File: config.mk
export PLATFORM = sky130hd
export DESIGN_NAME = imem_loader_flat
export DESIGN_NICKNAME = d
export VERILOG_FILES = /design/src/rtl/mips_pkg.sv /design/src/rtl/imem_loader_if.sv /design/src/rtl/byte_packer.sv /design/src/rtl/imem_loader.sv /design/src/flat_wrapper.sv
export SDC_FILE = /design/constraint.sdc
export NUM_CORES = 1
export LEC_CHECK = 0
export ABC_AREA = 1
export BUFFER_PORTS_ARGS = -buffer_cell sky130_fd_sc_hd__buf_2
export CORE_ASPECT_RATIO = 1.75
export CORE_MARGIN = 2
export CORE_UTILIZATION = 30
export DETAILED_ROUTE_END_ITERATION = 6
export PLACE_DENSITY = 0.47
export SLEW_MARGIN = 5
export SYNTH_ARGS = -nofsm -noshare
export SYNTH_HDL_FRONTEND = slang
export SYNTH_SLANG_ARGS = --single-unit
File: constraint.sdc
create_clock -name clk -period 3.2 [get_ports clk]
set_input_delay 0.64 -clock clk [delete_from_list [all_inputs] [get_ports clk]]
set_output_delay 0.64 -clock clk [all_outputs]
set_load 0.1 [all_outputs]
File: src/rtl/mips_pkg.sv
// Shared definitions for the boot-time instruction-memory loader.
//   - loader_state_e : loader FSM states
//   - WORD_W, BYTE_W, BYTES_PER_WORD, IDX_W : packing geometry
//   - sum_add        : modulo-256 accumulate used by the optional checksum
package mips_pkg;

  localparam int unsigned WORD_W         = 32;
  localparam int unsigned BYTE_W         = 8;
  localparam int unsigned BYTES_PER_WORD = 4;
  localparam int unsigned IDX_W          = $clog2(BYTES_PER_WORD);

  typedef enum logic [2:0] {
    ST_IDLE  = 3'd0,
    ST_LOAD  = 3'd1,
    ST_WRITE = 3'd2,
    ST_DRAIN = 3'd3,
    ST_DONE  = 3'd4
  } loader_state_e;

  // 8-bit wrap-around sum of stream bytes
  function automatic logic [BYTE_W-1:0] sum_add(input logic [BYTE_W-1:0] acc,
                                                 input logic [BYTE_W-1:0] b);
    return BYTE_W'(acc + b);
  endfunction

endpackage

File: src/rtl/imem_loader_if.sv
// Bus bundle of the instruction-memory loader.
//   Byte stream : in_valid, in_ready, in_data, in_last
//   Memory write: mem_we, mem_addr, mem_wdata
// Modports: master = stream source / memory sink, slave = the loader.
interface imem_loader_if #(
  parameter int unsigned ADDR_W = 8
) ();
  import mips_pkg::*;

  logic              in_valid;
  logic              in_ready;
  logic [BYTE_W-1:0] in_data;
  logic              in_last;

  logic              mem_we;
  logic [ADDR_W-1:0] mem_addr;
  logic [WORD_W-1:0] mem_wdata;

  modport master (
    output in_valid, in_data, in_last,
    input  in_ready, mem_we, mem_addr, mem_wdata
  );

  modport slave (
    input  in_valid, in_data, in_last,
    output in_ready, mem_we, mem_addr, mem_wdata
  );

endinterface

File: src/rtl/byte_packer.sv
// Packs a byte stream into big-endian 32-bit words.
// Ports:
//   clk, rst_n : clock, synchronous active-low reset
//   clr        : restart packing at byte 0 and zero the word
//   shift      : accept din into the low byte, older bytes move up
//   din        : stream byte
//   word       : packed word (first byte of a word lands in [31:24])
//   idx        : number of bytes already held in the current word
//   word_full  : one-cycle pulse in the cycle after the 4th byte shifted in
module byte_packer
  import mips_pkg::*;
(
  input  logic              clk,
  input  logic              rst_n,
  input  logic              clr,
  input  logic              shift,
  input  logic [BYTE_W-1:0] din,
  output logic [WORD_W-1:0] word,
  output logic [IDX_W-1:0]  idx,
  output logic              word_full
);

  localparam logic [IDX_W-1:0] LAST_IDX = IDX_W'(BYTES_PER_WORD - 1);

  // Shift register, byte index and completion pulse
  always_ff @(posedge clk) begin
    if (!rst_n) begin
      word      <= '0;
      idx       <= '0;
      word_full <= 1'b0;
    end else if (clr) begin
      word      <= '0;
      idx       <= '0;
      word_full <= 1'b0;
    end else begin
      word_full <= shift && (idx == LAST_IDX);
      if (shift) begin
        word <= {word[WORD_W-BYTE_W-1:0], din};
        // wraps to 0 after the 4th byte, ready for the next word
        idx  <= idx + IDX_W'(1);
      end
    end
  end

endmodule

File: src/rtl/imem_loader.sv
// Boot-time program loader: packs a byte stream into big-endian words and
// writes them sequentially into instruction memory while holding the CPU
// in reset.
// Ports:
//   clk, rst_n  : clock, synchronous active-low reset
//   start       : one-cycle pulse opening a session (ignored while busy)
//   bus         : imem_loader_if.slave (byte stream in, memory write out)
//   cpu_rst_n   : core reset, released only after an error-free load
//   busy        : session in progress
//   done, err   : session finished / failed, sticky until next start
//   word_count  : words written in this session
// Build option IMEM_LOADER_CHECKSUM_EN: the byte flagged in_last is an
// 8-bit modulo-256 checksum of all data bytes instead of data.
module imem_loader
  import mips_pkg::*;
#(
  parameter int unsigned ADDR_W    = 8,
  parameter int unsigned MEM_WORDS = 256   // must not exceed 2**ADDR_W
) (
  input  logic              clk,
  input  logic              rst_n,
  input  logic              start,
  imem_loader_if.slave      bus,
  output logic              cpu_rst_n,
  output logic              busy,
  output logic              done,
  output logic              err,
  output logic [ADDR_W:0]   word_count
);

  localparam int unsigned      WC_W     = ADDR_W + 1;
  localparam logic [WC_W-1:0]  FULL_WC  = WC_W'(MEM_WORDS);
  localparam logic [IDX_W-1:0] LAST_IDX = IDX_W'(BYTES_PER_WORD - 1);

  loader_state_e     state;
  logic              in_ready_q;
  logic [ADDR_W-1:0] mem_addr_q;

  logic              hs;
  logic              overflow_c;
  logic              pk_clr;
  logic              pk_shift;
  logic [WORD_W-1:0] pk_word;
  logic [IDX_W-1:0]  pk_idx;
  logic              pk_full;

`ifdef IMEM_LOADER_CHECKSUM_EN
  logic [BYTE_W-1:0] sum;
`else
  logic              last_q;
`endif

  assign hs = bus.in_valid & in_ready_q;

  // Memory already full when another byte arrives; a checksum byte that
  // exactly follows the final word is still legitimate.
`ifdef IMEM_LOADER_CHECKSUM_EN
  assign overflow_c = (word_count == FULL_WC) && !bus.in_last;
`else
  assign overflow_c = (word_count == FULL_WC);
`endif

  // Packer control: clear on session start, shift accepted data bytes
  always_comb begin
    pk_clr   = 1'b0;
    pk_shift = 1'b0;
    if ((state == ST_IDLE || state == ST_DONE) && start) begin
      pk_clr = 1'b1;
    end
    if (state == ST_LOAD && hs && !overflow_c) begin
      pk_shift = 1'b1;
    end
`ifdef IMEM_LOADER_CHECKSUM_EN
    if (bus.in_last) begin
      pk_shift = 1'b0;
    end
`endif
  end

  byte_packer u_packer (
    .clk       (clk),
    .rst_n     (rst_n),
    .clr       (pk_clr),
    .shift     (pk_shift),
    .din       (bus.in_data),
    .word      (pk_word),
    .idx       (pk_idx),
    .word_full (pk_full)
  );

  // The packer's completion pulse coincides with the WRITE state, and its
  // word register is stable then because in_ready is low.
  assign bus.in_ready  = in_ready_q;
  assign bus.mem_we    = pk_full;
  assign bus.mem_wdata = pk_word;
  assign bus.mem_addr  = mem_addr_q;

  // Loader FSM with registered outputs
  always_ff @(posedge clk) begin
    if (!rst_n) begin
      state      <= ST_IDLE;
      in_ready_q <= 1'b0;
      mem_addr_q <= '0;
      cpu_rst_n  <= 1'b0;
      busy       <= 1'b0;
      done       <= 1'b0;
      err        <= 1'b0;
      word_count <= '0;
`ifdef IMEM_LOADER_CHECKSUM_EN
      sum        <= '0;
`else
      last_q     <= 1'b0;
`endif
    end else begin
      case (state)
        ST_IDLE, ST_DONE: begin
          if (start) begin
            state      <= ST_LOAD;
            in_ready_q <= 1'b1;
            busy       <= 1'b1;
            done       <= 1'b0;
            err        <= 1'b0;
            cpu_rst_n  <= 1'b0;
            word_count <= '0;
            mem_addr_q <= '0;
`ifdef IMEM_LOADER_CHECKSUM_EN
            sum        <= '0;
`else
            last_q     <= 1'b0;
`endif
          end
        end

        ST_LOAD: begin
          if (hs) begin
            if (overflow_c) begin
              err <= 1'b1;
              if (bus.in_last) begin
                state      <= ST_DONE;
                in_ready_q <= 1'b0;
                busy       <= 1'b0;
                done       <= 1'b1;
              end else begin
                state <= ST_DRAIN;
              end
`ifdef IMEM_LOADER_CHECKSUM_EN
            end else if (bus.in_last) begin
              // checksum must sit on a word boundary and match the sum
              state      <= ST_DONE;
              in_ready_q <= 1'b0;
              busy       <= 1'b0;
              done       <= 1'b1;
              if ((pk_idx == '0) && (bus.in_data == sum)) begin
                cpu_rst_n <= 1'b1;
              end else begin
                err <= 1'b1;
              end
            end else begin
              sum <= sum_add(sum, bus.in_data);
              if (pk_idx == LAST_IDX) begin
                state      <= ST_WRITE;
                in_ready_q <= 1'b0;
              end
            end
`else
            end else if (pk_idx == LAST_IDX) begin
              state      <= ST_WRITE;
              in_ready_q <= 1'b0;
              last_q     <= bus.in_last;
            end else if (bus.in_last) begin
              // image ended inside a word
              state      <= ST_DONE;
              in_ready_q <= 1'b0;
              busy       <= 1'b0;
              done       <= 1'b1;
              err        <= 1'b1;
            end
`endif
          end
        end

        ST_WRITE: begin
          mem_addr_q <= mem_addr_q + ADDR_W'(1);
          word_count <= word_count + WC_W'(1);
`ifdef IMEM_LOADER_CHECKSUM_EN
          state      <= ST_LOAD;
          in_ready_q <= 1'b1;
`else
          if (last_q) begin
            state      <= ST_DONE;
            in_ready_q <= 1'b0;
            busy       <= 1'b0;
            done       <= 1'b1;
            cpu_rst_n  <= 1'b1;
          end else begin
            state      <= ST_LOAD;
            in_ready_q <= 1'b1;
          end
`endif
        end

        ST_DRAIN: begin
          // discard everything up to the end of the image
          if (hs && bus.in_last) begin
            state      <= ST_DONE;
            in_ready_q <= 1'b0;
            busy       <= 1'b0;
            done       <= 1'b1;
          end
        end

        default: begin
          state      <= ST_IDLE;
          in_ready_q <= 1'b0;
          busy       <= 1'b0;
        end
      endcase
    end
  end

endmodule

File: src/flat_wrapper.sv
// flat-port wrapper written by rule: the top's interface ports become plain ports
module imem_loader_flat import mips_pkg::*;
#(
  parameter int unsigned ADDR_W    = 8,
  parameter int unsigned MEM_WORDS = 256                               
)
  (clk, rst_n, start, cpu_rst_n, busy, done, err, word_count, bus_in_valid, bus_in_data, bus_in_last, bus_in_ready, bus_mem_we, bus_mem_addr, bus_mem_wdata);
  imem_loader_if #(.ADDR_W(ADDR_W)) bus_i ();
  input  logic clk;
  input  logic rst_n;
  input  logic start;
  output logic cpu_rst_n;
  output logic busy;
  output logic done;
  output logic err;
  output logic [ADDR_W:0] word_count;
  input wire logic [$bits(bus_i.in_valid)-1:0] bus_in_valid;
  input wire logic [$bits(bus_i.in_data)-1:0] bus_in_data;
  input wire logic [$bits(bus_i.in_last)-1:0] bus_in_last;
  output wire logic [$bits(bus_i.in_ready)-1:0] bus_in_ready;
  output wire logic [$bits(bus_i.mem_we)-1:0] bus_mem_we;
  output wire logic [$bits(bus_i.mem_addr)-1:0] bus_mem_addr;
  output wire logic [$bits(bus_i.mem_wdata)-1:0] bus_mem_wdata;
  assign bus_i.in_valid = bus_in_valid;
  assign bus_i.in_data = bus_in_data;
  assign bus_i.in_last = bus_in_last;
  assign bus_in_ready = bus_i.in_ready;
  assign bus_mem_we = bus_i.mem_we;
  assign bus_mem_addr = bus_i.mem_addr;
  assign bus_mem_wdata = bus_i.mem_wdata;
  imem_loader #(.ADDR_W(ADDR_W), .MEM_WORDS(MEM_WORDS)) u_core (.clk(clk), .rst_n(rst_n), .start(start), .bus(bus_i), .cpu_rst_n(cpu_rst_n), .busy(busy), .done(done), .err(err), .word_count(word_count));
endmodule
; ---- Yosys cells after proc, flatten, opt, wreduce, memory -nomap -nowiden
; Index checks and enable logic that the tools add are counted.
[classes]
addsub = 3
n_mul = 0
n_div = 0
magnitude_cmp = 0
eq_ne = 15
shift = 0
muxes = 47
n_bitwise = 2
n_reduce_logical = 21
[ops]
columns = operator, count
row1 = 1-bit 2-to-1 mux, 28
row2 = 3-bit 2-to-1 mux, 8
row3 = 9-bit case mux with 2 select lines, 1
row4 = 8-bit case mux with 2 select lines, 1
row5 = 5-bit AND reduction, 3
row6 = 1-bit case mux with 4 select lines, 3
row7 = 3-bit case mux with 4 select lines, 1
row8 = "9-bit by 1-bit adder with 9-bit output, second input constant", 1
row9 = "9-bit equality test, second input constant", 1
row10 = 9-bit 2-to-1 mux, 1
row11 = "8-bit by 1-bit adder with 8-bit output, second input constant", 1
row12 = 8-bit 2-to-1 mux, 1
row13 = "3-bit by 2-bit equality test with 1-bit output, second input constant", 2
row14 = "2-bit by 1-bit != test with 1-bit output, second input constant", 3
row15 = "2-bit != test, second input constant", 3
row16 = "3-bit by 2-bit != test with 1-bit output, second input constant", 2
row17 = 1-bit case mux with 2 select lines, 3
row18 = 3-bit AND reduction, 2
row19 = 6-bit AND reduction, 1
row20 = 1-bit logical AND, 5
row21 = "4-bit by 3-bit != test with 1-bit output, second input constant", 1
row22 = 4-bit AND reduction, 1
row23 = 2-bit nonzero test, 2
row24 = 4-bit nonzero test, 1
row25 = 11 further kinds, 12
[word_totals]
reg_bits = 61
latchBits = 0
mem_bits_rw = 0
mem_bits_ro = 0
word_cells = 100
n_memories = 0

; ---- Logic depth before layout (Yosys ltp)
; Gate-level depths: netlist of the first run.
[depth]
depth_word = 5
mapped_depth = 10
mapped_depth_nobuf = 10

; ---- Cells and area by module
; Synthesis of the first run repeated with hierarchy kept, for this count alone.
[hier_totals]
cells_unflattened = 375
hier_area_um2 = 2954.1
[modules_own_cells]
columns = module, instances, cells_per_inst, area_each_um2
row1 = byte_packer, 1, 155, 1488.9
row2 = imem_loader, 1, 220, 1465.2

; ---- Worst setup path after synthesis of the first run
; No wires, ideal clock.
[synth_timing]
path_kind = register -> register
start = reg u_core.word_count[0]
end = reg u_core.word_count[8]
arrival_time_ps = 2036
required_ps = 3080
path_slack_ps = 1044
path_stages_with_launch = 9
n_path_buf = 0
synth_period_minus_slack_ps = 2156
path_cell_list = dfxtp_1 -> ha_1 -> nand3_1 -> nor2_1 -> nand2_1 -> nor3_2 -> nand3_1 -> nand2_1 -> nor2_1
[synth_via]
elab_chain_cells = 2
[synth_rtl]
columns = element, line_no
row1 = "start, declared", imem_loader.sv:28  ; output logic [ADDR_W:0] word_count
row2 = "start signal, assigned", imem_loader.sv:184  ; word_count <= word_count + WC_W'(1);
row3 = 9-bit by 1-bit adder with 9-bit output, imem_loader.sv:184
row4 = 9-bit case mux with 2 select lines, imem_loader.sv:115  ; case (state)
; Every way passes these cells.
; A chain may end at the register's enable or synchronous reset.

; ---- Final worst setup path of the first run
[layout_timing]
start = reg u_core.word_count[0]
end = reg u_core.u_packer.word[22]
[layout_via]
elab_chain_cells = 4
[layout_rtl]
columns = element, line_no
row1 = 9-bit equality test, imem_loader.sv:60  ; assign overflow_c = (word_count == FULL_WC);
row2 = 1-bit zero test, imem_loader.sv:70  ; if (state == ST_LOAD && hs && !overflow_c) begin
row3 = 1-bit logical AND, imem_loader.sv:70
row4 = 1-bit 2-to-1 mux, imem_loader.sv:70
row5 = "end signal, assigned", byte_packer.sv:38  ; word <= {word[WORD_W-BYTE_W-1:0], din};
row6 = "end, declared", byte_packer.sv:18  ; output logic [WORD_W-1:0] word,
; Every way passes these cells.

==> results of run 1 <==
-- power by group through the flow --
stage / clock network [mW] / registers [mW] / logic [mW]
2_1_floorplan: 0 / 1.31 / 0.469
3_3_place_gp: 0 / 0.920 / 1.04
3_5_place_dp: 0 / 0.921 / 1.04
4_1_cts: 1.03 / 0.906 / 1.05
5_1_grt: 1.06 / 0.915 / 1.13
6_report: 0.999 / 0.904 / 1.03
-- final cells by class --
class	count	area, um2	share of cell area, %
timing repair buffer	67	335	9.90
clock buffer	13	270	7.98
tap	117	146	4.32
clock inverter	3	42.5	1.26
inverter	66	249	7.35
multi-input combinational	225	1120	33.1
sequential	61	1220	36.1
-- placed cells by master, fill, tap and decap left out --
master / synthesis / routed
dfxtp_1: 61 / 61
nor3_2: 1 / 1
nand4_1: 4 / 4
bufinv_16: 0 / 1
nor3_1: 2 / 2
inv_2: 6 / 6
clkinvlp_4: 0 / 1
inv_1: 58 / 58
nand2_4: 1 / 1
ha_1: 4 / 4
clkbuf_8: 0 / 3
nor2_4: 2 / 2
a31oi_1: 1 / 1
o21ai_0: 43 / 43
o21ai_1: 6 / 6
nor2_1: 25 / 25
a22oi_1: 1 / 1
clkbuf_16: 0 / 9
nor2_2: 3 / 3
buf_2: 6 / 67
nand3_1: 15 / 15
o31ai_1: 1 / 1
nand3_4: 1 / 1
clkbuf_1: 3 / 1
nand2_1: 51 / 51
a211oi_1: 1 / 1
nand2_2: 3 / 3
clkinv_1: 1 / 1
a21oi_1: 59 / 59
clkinv_2: 1 / 2
o21a_1: 1 / 1
-- worst register-to-register path, stage by stage (launching register included) --
cell     delay [ps]
dfxtp_1         400
inv_1            90
ha_1            200
nand2_1          60
nor2_1           60
nand2_2         140
nand3_4         510
o21ai_0         400
a21oi_1          60
-- state kept, by name, summed over array words and instances (netlist names) --
register / flops
u_core.bus.in_ready: 1
u_core.bus.mem_addr: 8
u_core.busy: 1
u_core.cpu_rst_n: 1
u_core.done: 1
u_core.err: 1
u_core.last_q: 1
u_core.state: 3
u_core.u_packer.idx: 2
u_core.u_packer.word: 32
u_core.u_packer.word_full: 1
u_core.word_count: 9
-- path summary, 6_finish.rpt --
path / slack, ps / to / cells past startpoint
max: 1150 / u_core.u_packer.word[22] / 8
min: 440 / u_core.u_packer.word[24] / 2
max reg2reg: 1150 / u_core.u_packer.word[22] / 8
min reg2reg: 440 / u_core.u_packer.word[24] / 2
-- per-stage QoR --
| stage | cell area (um2) | power [mW] |
|---|---|---|
| final | 3390 | 2.94 |
| after global routing | 3390 | 3.10 |
| after CTS | 3390 | 2.98 |
| after detailed placement | 3070 | 1.97 |
| after global placement | 3070 | 1.96 |
| after floorplan | 2670 | 1.78 |
-- layer usage --
metal | up-vias | wire, um | track usage (%)
met3 | 16 | 349 | 3.29
met1 | 1103 | 2780 | 16.7
met2 | 70 | 3130 | 22.8
met4 | 0 | 244 | 9.29
met5 | - | 0 | 0
li1 | 1316 | - | -
-- kinds of logic after synthesis --
family | Yosys count | synth area share, %
AOI/OAI and AO/OA | 113 | 21.6
buffers and inverters | 79 | 12.2
and+or+nand+nor | 108 | 18.5
DFF | 61 | 45.8
adders and majority gates | 4 | 1.88
==> flow_summary.yaml, run 1 <==
detailed_routing:
  drtIter0Drc: 91
  drc_errors: 0
  avgRoutedWirePerCell_um: 11.8
  postRouteAntennaNets: 0
  vias_per_cell: 4.54
  drt_wl_total_um: 6510
  vias: 2505
  drt_first_pass_iters: 4
floorplanning:
  rows: 45
  pin_count: 68
  start_util_pct: 30.8
  dieHeight_um: 129
  die_x_um: 75.3
  design.core.area_um2: 8670
  dieArea_um2: 9690
timing:
  hold_violations: 0
  whs_ps: 441
  worstMarginPinSlew_ps: 654
  final-setup-viol-count: 0
  fin_crit_ps: 2050
  report.final.slew_viol_count: 0
  timing.final.crit_share_pct: 64.0
  worst_clock_skew_ps: 4.87
  setup-tns-final_ps: 0
  rsz0062_at_grt: "false"
  slew_headroom_pct: 56.3
  setup_slack_ps: 1150
  fmaxAchievable_mhz: 488
synthesis:
  ys.flop_type: "dfxtp_1"
  ys_ff_latch: 61
  yosys.area.top_type_share_pct: 45.8
  synthCells: 365
  ys_top_cells_by_count: "dfxtp_1, a21oi_1, inv_1"
  synth_warnings: 0
  netlist_area_um2: 2670
  ys_types: 30
  synth_nets: 382
  ys_seq_area_share_pct: 45.8
  post-synth-top-area-cell: "dfxtp_1"
  synth_area_per_cell_um2: 7.31
  synth_enable_flop_cells: 0
  yosysMostFrequentCell: "dfxtp_1"
  synth_area_leaders: "dfxtp_1, a21oi_1, inv_1"
  async_flop_share_pct: 0
layout:
  final_cells: 552
  area_growth_pct: 26.9
  antenna_cells: 0
  final_util_pct: 39.0
  final_nets: 447
  drive_gt1_share_pct: 23.0
  fillers: 972
grt:
  grt_max_degree: 70
  antenna_found_initial: 0
  grt_pass1_vias: 2243
  grt_first_pass_wirelength_um: 10600
  grt_overflow: 0
  grtUsageTotal_pct: 14.3
cts:
  cts_hold_buf: 0
  clk_latency_ps: 320
  numCtsBuffers: 9
  cts_tree: "yes"
  cts_setup_buffers: 0
  cts_root_buffer: "clkbuf_16"
  cts.path.max_buffers: 2
  cts_resized: 0
  cts_sinks: 61
  clkTransAtPathRegs_ps: 50
  htreeDepth: 3
placement:
  preCtsSetupSlack_ps: 898
  io_buffers: 67
  place_inst: 536
  dp_hpwl_um: 4680
  gp_congestion: 0.831
worst_hold_path:
  hp-start: "u_core.u_packer.word[24]"
  min_path_type: "reg -> reg"
power_and_ir_drop:
  power_density_nw_per_um2: 867
  p_clk_share_pct: 34.0
  swShare_pct: 41.9
  pwr-share-comb_pct: 35.2
  internal-power_mw: 1.71
  power.switching_mw: 1.23
  ir_drop_v: 0.000384
  p_leak_nw: 1.45
  seq_power_share_pct: 30.8
worst_setup_path:
  end_kind: "register"
  cp_top_family: "simple AND/OR/NAND/NOR gates"
  path_cells: "inv_1, ha_1, nand2_1, nor2_1, nand2_2, nand3_4, o21ai_0, a21oi_1"
  path_buf_inv: 1
  arrival_ps: 2230
  cp.required_ps: 3390
  start_kind: "register"
  r2r_start: "u_core.word_count[0]"
  critPathMaxFanout: 69
  crit_start: "u_core.word_count[0]"
  crit_slowest_cell: "nand3_4"
  path_class: "reg -> reg"
  cpPeakStageDelay_ps: 510
status:
  status: "complete, no violations"
job:
  max_cap_violations: 0
Power figures use the tool's default switching activity.
==> run 2, diff against run 1 <==
--- a/config.mk
+++ b/config.mk
@@ -11,7 +11,7 @@
 export CORE_MARGIN = 2
 export CORE_UTILIZATION = 30
 export DETAILED_ROUTE_END_ITERATION = 6
-export PLACE_DENSITY = 0.47
+export PLACE_DENSITY = 0.49
 export SLEW_MARGIN = 5
 export SYNTH_ARGS = -nofsm -noshare
 export SYNTH_HDL_FRONTEND = slang
==> constraint.sdc (replaced) <==
create_clock -name clk -period 1.8 [get_ports clk]
set_input_delay 0.36 -clock clk [delete_from_list [all_inputs] [get_ports clk]]
set_output_delay 0.36 -clock clk [all_outputs]
set_load 0.1 [all_outputs]
==> flow_summary.yaml, run 2 (synthesized netlist as in run 1, its figures left out) <==
layout:
  final_util_pct: 40.6
  drive_gt1_share_pct: 27.4
  area_growth_pct: 31.9
  fillers: 937
  antenna_cells: 0
  largest_register_ffs: 32
  layout_common_cells: "buf_2, a21oi_1, inv_1, nand2_1, dfxtp_1"
  regMostFlops: "u_core.u_packer.word"
  final_cells: 559
  final_nets: 454
  mostFrequentLayoutCell: "buf_2"
detailed_routing:
  avgRoutedWirePerCell_um: 12.1
  vias: 2532
  drt_wl_total_um: 6760
  postRouteAntennaNets: 0
  drtIter0Drc: 80
  drt_first_pass_iters: 4
  drc_errors: 0
  vias_per_cell: 4.53
power_and_ir_drop:
  power.switching_mw: 2.20
  p_leak_nw: 1.52
  seq_power_share_pct: 29.9
  p_clk_share_pct: 34.7
  power_density_nw_per_um2: 1540
  swShare_pct: 40.7
  pwr-share-comb_pct: 35.4
  internal-power_mw: 3.21
  ir_drop_v: 0.000680
placement:
  preCtsSetupSlack_ps: 241
  gp_congestion: 0.876
  io_buffers: 67
  place_inst: 542
  dp_hpwl_um: 4660
worst_setup_path:
  end_kind: "register"
  cp.required_ps: 2020
  path_class: "reg -> reg"
  crit_start: "u_core.word_count[0]"
  crit_slowest_cell: "dfxtp_2"
  cpPeakStageDelay_ps: 340
  path_cells: "inv_1, ha_1, nand2_1, nor2_1, nand2_2, nand3_1, o21ai_0, o21ai_0, nor2_1"
  r2r_start: "u_core.word_count[0]"
  cp_top_family: "simple AND/OR/NAND/NOR gates"
  arrival_ps: 1790
  start_kind: "register"
  path_buf_inv: 1
  critPathMaxFanout: 7
status:
  status: "complete, no violations"
grt:
  grt_overflow: 0
  grtUsageTotal_pct: 14.7
  grt_pass1_vias: 2467
  grt_max_degree: 70
  antenna_found_initial: 0
  grt_first_pass_wirelength_um: 10900
cts:
  cts_sinks: 61
  clk_latency_ps: 330
  numCtsBuffers: 9
  cts_root_buffer: "clkbuf_16"
  cts_hold_buf: 0
  htreeDepth: 3
  cts_tree: "yes"
  clkTransAtPathRegs_ps: 50
  cts.path.max_buffers: 2
floorplanning:
  start_util_pct: 30.8
  dieArea_um2: 9690
  pin_count: 68
  dieHeight_um: 129
  die_x_um: 75.3
  design.core.area_um2: 8670
  rows: 45
timing:
  final-setup-viol-count: 0
  fin_crit_ps: 1570
  fmaxAchievable_mhz: 638
  rsz0062_at_grt: "false"
  setup-tns-final_ps: 0
  report.final.slew_viol_count: 0
  hold_violations: 0
  worst_clock_skew_ps: 5.56
  timing.final.crit_share_pct: 87.0
  slew_headroom_pct: 66.9
  worstMarginPinSlew_ps: 500
  whs_ps: 307
  setup_slack_ps: 233
job:
  max_cap_violations: 0
worst_hold_path:
  hp-start: "bus_in_data[7]"
  min_path_type: "in -> reg"
## run 2: changes by cell type in the layout (fill, tap and decap cells not counted)
cell	before	now
dfxtp_1	61	47
dfxtp_2	0	14
buf_4	0	4
buf_12	0	1
buf_16	0	1
bufinv_16	1	2
clkbuf_16	9	10
clkbuf_8	3	2
clkinv_2	2	3
clkinvlp_4	1	0
## run 2: layer usage
metal / GRT usage [%] / up-vias / wire (um)
met1: 15.8 / 1128 / 2790
met5: 0 / - / 0
met2: 24.3 / 72 / 3450
met4: 8.05 / 0 / 134
li1: - / 1321 / -
met3: 5.48 / 11 / 389
## run 2: power by group through the flow
stage	logic, mW	registers [mW]	clock network, mW
global route	2.11	1.64	1.99
CTS	1.91	1.62	1.93
global placement	1.90	1.65	0
finish	1.92	1.62	1.88
detailed placement	1.91	1.65	0
floorplan	0.834	2.34	0
## run 2: what timing repair did
item | 4_1_cts | 5_1_grt
endpoints found under the setup margin | 0 | 2
buffers inserted | 0 | 0
resized for setup | 0 | 1
## run 2: final cells by class
type / instances / area (um2) / share of cell area, %
multi-input combinational: 225 / 1120 / 31.9
inverter: 66 / 249 / 7.07
sequential: 61 / 1240 / 35.2
tap: 117 / 146 / 4.16
clock buffer: 12 / 256 / 7.29
timing repair buffer: 74 / 438 / 12.4
clock inverter: 4 / 70.1 / 1.99
## run 2: worst paths after layout
kind / cells past startpoint / slack [ps] / endpoint
min: 3 / 310 / u_core.u_packer.word[7]
max: 9 / 230 / u_core.state[1]
min reg2reg: 2 / 440 / u_core.u_packer.word[27]
max reg2reg: 9 / 230 / u_core.state[1]
## run 2: stage by stage
stage	power, mW	area, um2
finish	5.41	3520
floorplan	3.18	2690
detailed placement	3.55	3160
CTS	5.46	3490
global route	5.74	3520
global placement	3.55	3160
## run 2: worst min-delay path: cells and delay by family
kind                   cells  cell delay [ps]
AO/OA/AOI/OAI              2              170
buffers and inverters      1               70
==> run 3, diff against run 2 <==
--- a/config.mk
+++ b/config.mk
@@ -6,12 +6,12 @@
 export NUM_CORES = 1
 export LEC_CHECK = 0
 export ABC_AREA = 1
-export BUFFER_PORTS_ARGS = -buffer_cell sky130_fd_sc_hd__buf_2
 export CORE_ASPECT_RATIO = 1.75
 export CORE_MARGIN = 2
 export CORE_UTILIZATION = 30
 export DETAILED_ROUTE_END_ITERATION = 6
-export PLACE_DENSITY = 0.49
+export DONT_BUFFER_PORTS = 1
+export PLACE_DENSITY = 0.42
 export SLEW_MARGIN = 5
 export SYNTH_ARGS = -nofsm -noshare
 export SYNTH_HDL_FRONTEND = slang
==> flow_summary.yaml, run 3 (synthesized netlist as in run 1, its figures left out) <==
floorplanning:
  rows: 45
  pin_count: 68
  dieArea_um2: 9690
  design.core.area_um2: 8670
  dieHeight_um: 129
  start_util_pct: 30.8
  die_x_um: 75.3
worst_hold_path:
  whs_endpoint: "u_core.word_count[8]"
  min_path_cells: 2
  hp-start: "rst_n"
  min_path_type: "in -> reg"
cts:
  numCtsBuffers: 9
  cts_tree: "yes"
  cts_root_buffer: "clkbuf_16"
  clk_latency_ps: 330
  cts.path.max_buffers: 2
  htreeDepth: 3
  cts_sinks: 61
  clkTransAtPathRegs_ps: 50
  cts_setup_buffers: 0
status:
  status: "complete, no violations"
placement:
  gp_congestion: 0.916
  place_inst: 530
  dp_hpwl_um: 4830
  io_buffers: 0
  preCtsSetupSlack_ps: 171
power_and_ir_drop:
  ir_drop_v: 0.000688
  power_density_nw_per_um2: 1510
  p_leak_nw: 1.44
  total_power_mw: 5.36
worst_setup_path:
  arrival_ps: 1830
  path_class: "reg -> reg"
  r2r-end: "u_core.u_packer.word[8]"
  end_kind: "register"
  r2r_start: "u_core.word_count[1]"
  cp.required_ps: 2050
  rr_worst_depth: 9
  critPathMaxFanout: 66
  ff2ff_setup_slack_ps: 230
  start_kind: "register"
grt:
  grtUsageTotal_pct: 14.9
  grt_max_degree: 67
  grt_first_pass_wirelength_um: 10900
  antenna_found_initial: 0
  grt_overflow: 0
  grt_pass1_vias: 2332
detailed_routing:
  drt_first_pass_iters: 4
  drt_wl_total_um: 6690
  drc_errors: 0
  postRouteAntennaNets: 0
  vias: 2445
  avgRoutedWirePerCell_um: 12.3
  drtIter0Drc: 110
  vias_per_cell: 4.48
timing:
  slew_headroom_pct: 72.9
  hold_violations: 0
  worstMarginPinSlew_ps: 402
  final-setup-viol-count: 0
  fmaxAchievable_mhz: 635
  report.final.slew_viol_count: 0
  setup_slack_ps: 226
  fin_crit_ps: 1570
  timing.final.crit_share_pct: 87.5
  setup-tns-final_ps: 0
  worst_clock_skew_ps: 8.00
  rsz0062_at_grt: "false"
  whs_ps: 157
layout:
  layout_common_cells: "a21oi_1, buf_4, inv_1, nand2_1, dfxtp_1"
  drive_gt1_share_pct: 25.4
  antenna_cells: 0
  regMostFlops: "u_core.u_packer.word"
  area_growth_pct: 33.3
  largest_register_ffs: 32
  final_nets: 441
  final_cells: 546
job:
  max_cap_violations: 0
-- run 3: where the power goes --
group	leakage, nW	switching (mW)	total, mW	internal, mW
sequential	0.500	0.0861	1.58	1.49
clock	0.152	0.596	1.78	1.18
combinational	0.787	1.53	2.01	0.472
total	1.44	2.22	5.36	3.15
-- run 3: layer usage --
metal  GRT usage [%]  share of wire (%)
met1            15.4                 39
met2            25.3                 51
met3            6.26                7.1
met4            6.81                2.5
met5               0                  0
-- run 3: area by class of cell --
| class | count | area [um2] |
|---|---|---|
| flip-flops and latches | 61 | 1240 |
| fillers | 945 | 5110 |
| inverters | 66 | 249 |
| multi-input cells | 225 | 1130 |
| clock inverters | 3 | 42.5 |
| well taps | 117 | 146 |
| repair buffers | 61 | 483 |
| clock buffers | 13 | 270 |
-- run 3: what timing repair did --
| action | in CTS | in global routing |
|---|---|---|
| hold buffers | 0 | 0 |
| endpoints found under the setup margin | 0 | 1 |
| resized for setup | 0 | 1 |
-- run 3: metrics by stage --
stage / area, um2 / util [%]
finish: 3560 / 41.0
global route: 3560 / 41.0
CTS: 3550 / 41.0
detailed placement: 3240 / 37.3
global placement: 3240 / 37.3
floorplan: 2690 / -
-- run 3: how the worst max path moves through the flow --
stage                         start                       end  slack (ps)  cells after the start
3_3_place_gp   u_core.word_count[0]           u_core.state[1]         190                      9
6_report       u_core.word_count[1]   u_core.u_packer.word[8]         230                      9
5_1_grt        u_core.word_count[1]  u_core.u_packer.word[21]           6                      9
2_1_floorplan  u_core.word_count[0]  u_core.u_packer.word[29]          10                      9
4_1_cts        u_core.word_count[0]           u_core.state[1]         160                      9
3_5_place_dp   u_core.word_count[1]           u_core.state[1]         170                      9
-- run 3: worst max-delay path, cell delays in order (launching register included) --
cell	delay [ps]
dfxtp_2	340
inv_1	80
ha_1	140
nand2_1	50
nor2_1	150
nand2_2	140
nand3_4	110
buf_12	250
o21ai_0	110
a21oi_1	130
